==> config.mk <==
export PLATFORM = sky130hd
export DESIGN_NAME = jk_excitation_driver
export DESIGN_NICKNAME = d
export VERILOG_FILES = /design/src/rtl/jk_drv_pkg.sv /design/src/rtl/jk_excitation.sv /design/src/rtl/jk_excitation_driver.sv
export SDC_FILE = /design/constraint.sdc
export NUM_CORES = 1
export LEC_CHECK = 0
export CAP_MARGIN = 30
export CELL_PAD_IN_SITES_DETAIL_PLACEMENT = 2
export CELL_PAD_IN_SITES_GLOBAL_PLACEMENT = 2
export CORE_MARGIN = 1.5
export CORE_UTILIZATION = 29
export DETAILED_ROUTE_END_ITERATION = 8
export MAX_ROUTING_LAYER = met4
export PLACE_DENSITY = 0.89
export SLEW_MARGIN = 20
export SYNTH_ARGS = -nofsm -noshare
export SYNTH_HDL_FRONTEND = slang
export SYNTH_SLANG_ARGS = --single-unit
==> constraint.sdc <==
create_clock -name clk -period 2.2 [get_ports clk]
set_clock_uncertainty 0.1 [all_clocks]
set_input_delay 0.33 -clock clk [delete_from_list [all_inputs] [get_ports clk]]
set_output_delay 0.33 -clock clk [all_outputs]
set_load 0.1 [all_outputs]
==> src/rtl/jk_drv_pkg.sv <==
// Shared types and excitation codes for the JK bank driver.
package jk_drv_pkg;

    typedef enum logic [1:0] {
        IDLE  = 2'd0,
        DRIVE = 2'd1,
        CHECK = 2'd2,
        DONE  = 2'd3
    } state_e;

    // Excitation codes, packed as {j, k}
    localparam logic [1:0] JK_HOLD = 2'b00;
    localparam logic [1:0] JK_RST  = 2'b01;
    localparam logic [1:0] JK_SET  = 2'b10;
    localparam logic [1:0] JK_TGL  = 2'b11;

endpackage

==> src/rtl/jk_excitation.sv <==
// Per-bit JK excitation: picks J/K that move q to t on the next edge.
module jk_excitation
    import jk_drv_pkg::*;
#(
    parameter int unsigned WIDTH = 8
) (
    input  logic [WIDTH-1:0] q,
    input  logic [WIDTH-1:0] t,
    input  logic             toggle,
    output logic [WIDTH-1:0] j,
    output logic [WIDTH-1:0] k
);

    logic [1:0] jk;

    // Unchanged bits hold; changing bits set/reset, or toggle when the policy asks for it
    always_comb begin
        j  = '0;
        k  = '0;
        jk = JK_HOLD;
        for (int i = 0; i < int'(WIDTH); i++) begin
            jk = JK_HOLD;
            if (q[i] != t[i]) begin
                if (toggle) begin
                    jk = JK_TGL;
                end else if (t[i]) begin
                    jk = JK_SET;
                end else begin
                    jk = JK_RST;
                end
            end
            j[i] = jk[1];
            k[i] = jk[0];
        end
    end

endmodule

==> src/rtl/jk_excitation_driver.sv <==
// Drives a JK register bank to a requested word, verifies it and retries on mismatch.
module jk_excitation_driver
    import jk_drv_pkg::*;
#(
    parameter int unsigned WIDTH     = 8,
    parameter int unsigned MAX_RETRY = 3
) (
    input  logic             clk,
    input  logic             reset,
    input  logic             tgt_valid,
    output logic             tgt_ready,
    input  logic [WIDTH-1:0] tgt_data,
    input  logic             tgt_toggle,
    input  logic [WIDTH-1:0] q_fb,
    output logic [WIDTH-1:0] j,
    output logic [WIDTH-1:0] k,
    output logic             busy,
    output logic             done,
    output logic             err,
    output logic [WIDTH-1:0] mismatch
);

    // Keep the counter at least one bit wide so MAX_RETRY=0 still elaborates
    localparam int unsigned CNT_W = (MAX_RETRY > 0) ? $clog2(MAX_RETRY + 1) : 1;

    state_e             state_q, state_d;
    logic [WIDTH-1:0]   tgt_q, tgt_d;
    logic               toggle_q, toggle_d;
    logic [CNT_W-1:0]   retry_q, retry_d;
    logic               err_q, err_d;
    logic [WIDTH-1:0]   mismatch_q, mismatch_d;
    logic [WIDTH-1:0]   exc_j, exc_k;

    jk_excitation #(.WIDTH(WIDTH)) u_exc (
        .q      (q_fb),
        .t      (tgt_q),
        .toggle (toggle_q),
        .j      (exc_j),
        .k      (exc_k)
    );

    // State and command registers
    always_ff @(posedge clk or negedge reset) begin
        if (!reset) begin
            state_q    <= IDLE;
            tgt_q      <= '0;
            toggle_q   <= 1'b0;
            retry_q    <= '0;
            err_q      <= 1'b0;
            mismatch_q <= '0;
        end else begin
            state_q    <= state_d;
            tgt_q      <= tgt_d;
            toggle_q   <= toggle_d;
            retry_q    <= retry_d;
            err_q      <= err_d;
            mismatch_q <= mismatch_d;
        end
    end

    // Next-state and bank drive; J/K only leave zero during DRIVE so the bank holds otherwise
    always_comb begin
        state_d    = state_q;
        tgt_d      = tgt_q;
        toggle_d   = toggle_q;
        retry_d    = retry_q;
        err_d      = err_q;
        mismatch_d = mismatch_q;
        j          = '0;
        k          = '0;
        unique case (state_q)
            IDLE: begin
                if (tgt_valid) begin
                    tgt_d    = tgt_data;
                    toggle_d = tgt_toggle;
                    retry_d  = '0;
                    state_d  = DRIVE;
                end
            end
            DRIVE: begin
                j       = exc_j;
                k       = exc_k;
                state_d = CHECK;
            end
            CHECK: begin
                if (q_fb == tgt_q) begin
                    err_d      = 1'b0;
                    mismatch_d = q_fb ^ tgt_q;
                    state_d    = DONE;
                end else if (retry_q < CNT_W'(MAX_RETRY)) begin
                    retry_d = retry_q + CNT_W'(1);
                    state_d = DRIVE;
                end else begin
                    err_d      = 1'b1;
                    mismatch_d = q_fb ^ tgt_q;
                    state_d    = DONE;
                end
            end
            DONE: begin
                state_d = IDLE;
            end
            default: begin
                state_d = IDLE;
            end
        endcase
    end

    assign tgt_ready = (state_q == IDLE);
    assign busy      = (state_q != IDLE);
    assign done      = (state_q == DONE);
    assign err       = err_q;
    assign mismatch  = mismatch_q;

endmodule

==> results.txt <==
----------------------------------------------------
[Outcome]
  Result of the run ... complete, no violations

[Timing]
  Total of endpoints with negative setup slack in the final report ... 0
  Slew at the pin with the worst max-slew slack ... 0.607 ns
  Upper clock frequency limit ... 484 MHz
  Period utilization ... 93.8%
  RSZ-0062 raised after global routing ... no
  Crit path time final ... 2.06 ns
  Final Hold Vio Count ... 0
  Total negative setup slack ... 0 ns
  Count of final max-slew check failures ... 0
  Slew headroom ... 59.5%

[Placement]
  Port buffer count ... 47
  HPWL after detailed placement ... 3330 um
  Global placer's final weighted congestion ... 0.794

[GRT]
  Initial antenna violation count ... 0
  Vias in the first global route ... 1355
  First-pass GRT wire length ... 6920 um
  Overall Global Routing Usage ... 17.9%
  Total grt overflow ... 0
  Pin count of the biggest net entering global routing ... 23

[Clock tree]
  CTS Buf Count ... 3
  Clk buf depth ... 2
  Level count of the clock H-tree ... 1
  Root buf cell ... sky130_fd_sc_hd__clkbuf_8
  TritonCTS clock tree ... done
  Quantity of gates resized following cts ... 1
  Number of sinks handled by clock tree synthesis ... 22
  Worst-path clk slew ... 0.08 ns
  Count of hold buffers inserted by post-cts repair ... 0
  Post-CTS setup buffer count ... 0
  Worst-Skew Late Latency ... 0.28 ns

[Cells and area]
  Layout cells sized above 1 ... 30.7%
  Layout overhead on the synthesized area ... 52.6%
  Antenna Cells ... 0
  Fin nets ... 211

[Route]
  Number of nets with antenna violations after routing ... 0
  Count of routing violations after the opening detailed-route iteration ... 36
  Final wirelength ... 4320 um
  DR vias ... 1212
  Residual DRC count ... 0
  Detailed-route vias per instance ... 4.99
  Detail-routed net length per standard cell ... 17.8 um
  Number of optimization iterations in the first detailed-route pass ... 4

[Die]
  Site Rows ... 25
  DIE HEIGHT ... 72.6 um
  Die Outline Area ... 5280 sq um
  Starting utilization of the core area ... 30.0%
  Core area ... 4690 sq um
  I/O pin cnt ... 48
  Width of the die ... 72.6 um

[Run]
  Count of maximum capacitance violations ... 0

[Yosys]
  Post-synthesis cell area ... 1410 sq um
  Number of flops mapped to enable cells by yosys ... 0
  Main area contributors after synthesis ... sky130_fd_sc_hd__dfrtp_1 (39%), sky130_fd_sc_hd__mux2_4 (9.6%), sky130_fd_sc_hd__nor2_1 (7.5%), sky130_fd_sc_hd__nor2b_1 (7.1%), sky130_fd_sc_hd__xnor2_2 (6.9%)
  Top cell type's share of synthesized area ... 39.1%
  Fraction of registers with async set/reset ... 100%
  Yosys synthesis warning count ... 0
  Flop and latch count out of synthesis ... 22
  Largest area contributor in the netlist ... sky130_fd_sc_hd__dfrtp_1
  Gate count of the mapped netlist ... 143
  Top cells by instance count after synthesis ... sky130_fd_sc_hd__nor2_1 (28), sky130_fd_sc_hd__dfrtp_1 (22), sky130_fd_sc_hd__a21oi_1 (17), sky130_fd_sc_hd__nor2b_1 (16), sky130_fd_sc_hd__mux2_4 (9)
  Most common cell in the netlist ... sky130_fd_sc_hd__nor2_1
  Mapped Nets ... 164
  Count of different cell masters after synthesis ... 34
  Portion of the post-synthesis area used by sequential elements ... 39.1%
  Post-synthesis area per instance ... 9.83 sq um
  Ys flop type ... sky130_fd_sc_hd__dfrtp_1

[Worst setup path]
  Data arrival at the endpoint of the critical path ... 1.63 ns
  Worst Path Max Fanout ... 17
  Element type at the critical path start ... register
  Required time of the critical path ... 1.77 ns
  Category of the critical setup timing path ... register to primary output
  Critical Path End Type ... primary output

[Hold path]
  HP Class ... input pin to async pin

----------------------------------------------------
==> final timing paths <==
| check | depth (start not counted) | end | slack, ns | start |
|---|---|---|---|---|
| min reg2reg | 1 | retry_q[1] | 0.45 | retry_q[1] |
| min in group clk | 1 | retry_q[1] | 0.45 | retry_q[1] |
| max | 3 | k[6] | 0.14 | toggle_q |
| max in group asynchronous | 2 | tgt_q[0] | 1.46 | reset |
| min | 2 | mismatch[4] | 0.31 | reset |
| max reg2reg | 4 | mismatch[3] | 0.39 | retry_q[0] |
==> cells in the final DEF, fill, tap and decap left out, drive strengths merged <==
cell type,instances
and2b,2
nand3,2
and3b,1
mux2,9
o2bb2ai,1
nand2,2
o21bai,1
nand2b,2
inv,5
a2bb2oi,1
clkbuf,4
xnor2,8
a21oi,17
ha,1
nor2b,16
nor3,1
o31ai,1
a41oi,1
buf,30
nand4,2
or3,1
clkdlybuf4s50,19
or2,1
o21ai,2
a211oi,7
and2,2
dfrtp,22
nor2,28
==> worst max-delay path, stage by stage (launching register included) <==
cell	delay, ns
sky130_fd_sc_hd__dfrtp_1	0.74
sky130_fd_sc_hd__a21oi_1	0.16
sky130_fd_sc_hd__nor2_1	0.24
sky130_fd_sc_hd__buf_12	0.21
==> kinds of logic (layout without fill, tap and decap cells) <==
logic type | count (synthesis) | count (layout) | synth area share, %
AND/OR/NAND/NOR | 60 | 60 | 24.0
flip-flops | 22 | 22 | 39.1
XOR/XNOR | 8 | 8 | 8.19
adder cells (fa/ha/maj) | 1 | 1 | 0.890
AO/OA/AOI/OAI | 31 | 31 | 13.9
buffers and inverters | 12 | 58 | 4.27
multiplexers | 9 | 9 | 9.61
==> metrics by stage <==
| stage | instances | setup WS (ns) | utilization, % | hold WS (ns) | cell area [sq um] |
|---|---|---|---|---|---|
| 6_report | 243 | 0.135 | 45.7 | 0.305 | 2150 |
| 5_1_grt | 243 | 0.0392 | 45.7 | 0.337 | 2150 |
| 2_1_floorplan | 143 | -0.395 | - | -0.0656 | 1410 |
| 3_3_place_gp | 239 | 0.211 | 44.5 | 0.378 | 2090 |
| 4_1_cts | 243 | 0.123 | 45.7 | 0.318 | 2150 |
| 3_5_place_dp | 239 | 0.0869 | 44.5 | 0.414 | 2090 |
==> per-layer routing <==
layer	share of wire (%)	vias to the layer above	global-route usage [%]
li1	-	575	-
met2	55	29	31.9
met3	4.0	5	2.21
met5	0	-	-
met1	40	603	20.5
met4	1.3	0	6.92
==> area by class of cell <==
class | count | area, sq um
fillers | 500 | 2550
repair buffers | 49 | 653
well taps | 54 | 67.6
flip-flops and latches | 22 | 551
multi-input cells | 109 | 801
clock buffers | 4 | 55.1
inverters | 5 | 18.8
==> registers in the layout, summed over array words and instances, names as in the netlist <==
signal    flops
err           1
mismatch      8
state_q       2
retry_q       2
toggle_q      1
tgt_q         8
Power is not shown: default switching activity piles up to over one toggle a cycle in this logic, so the estimate is an artifact.
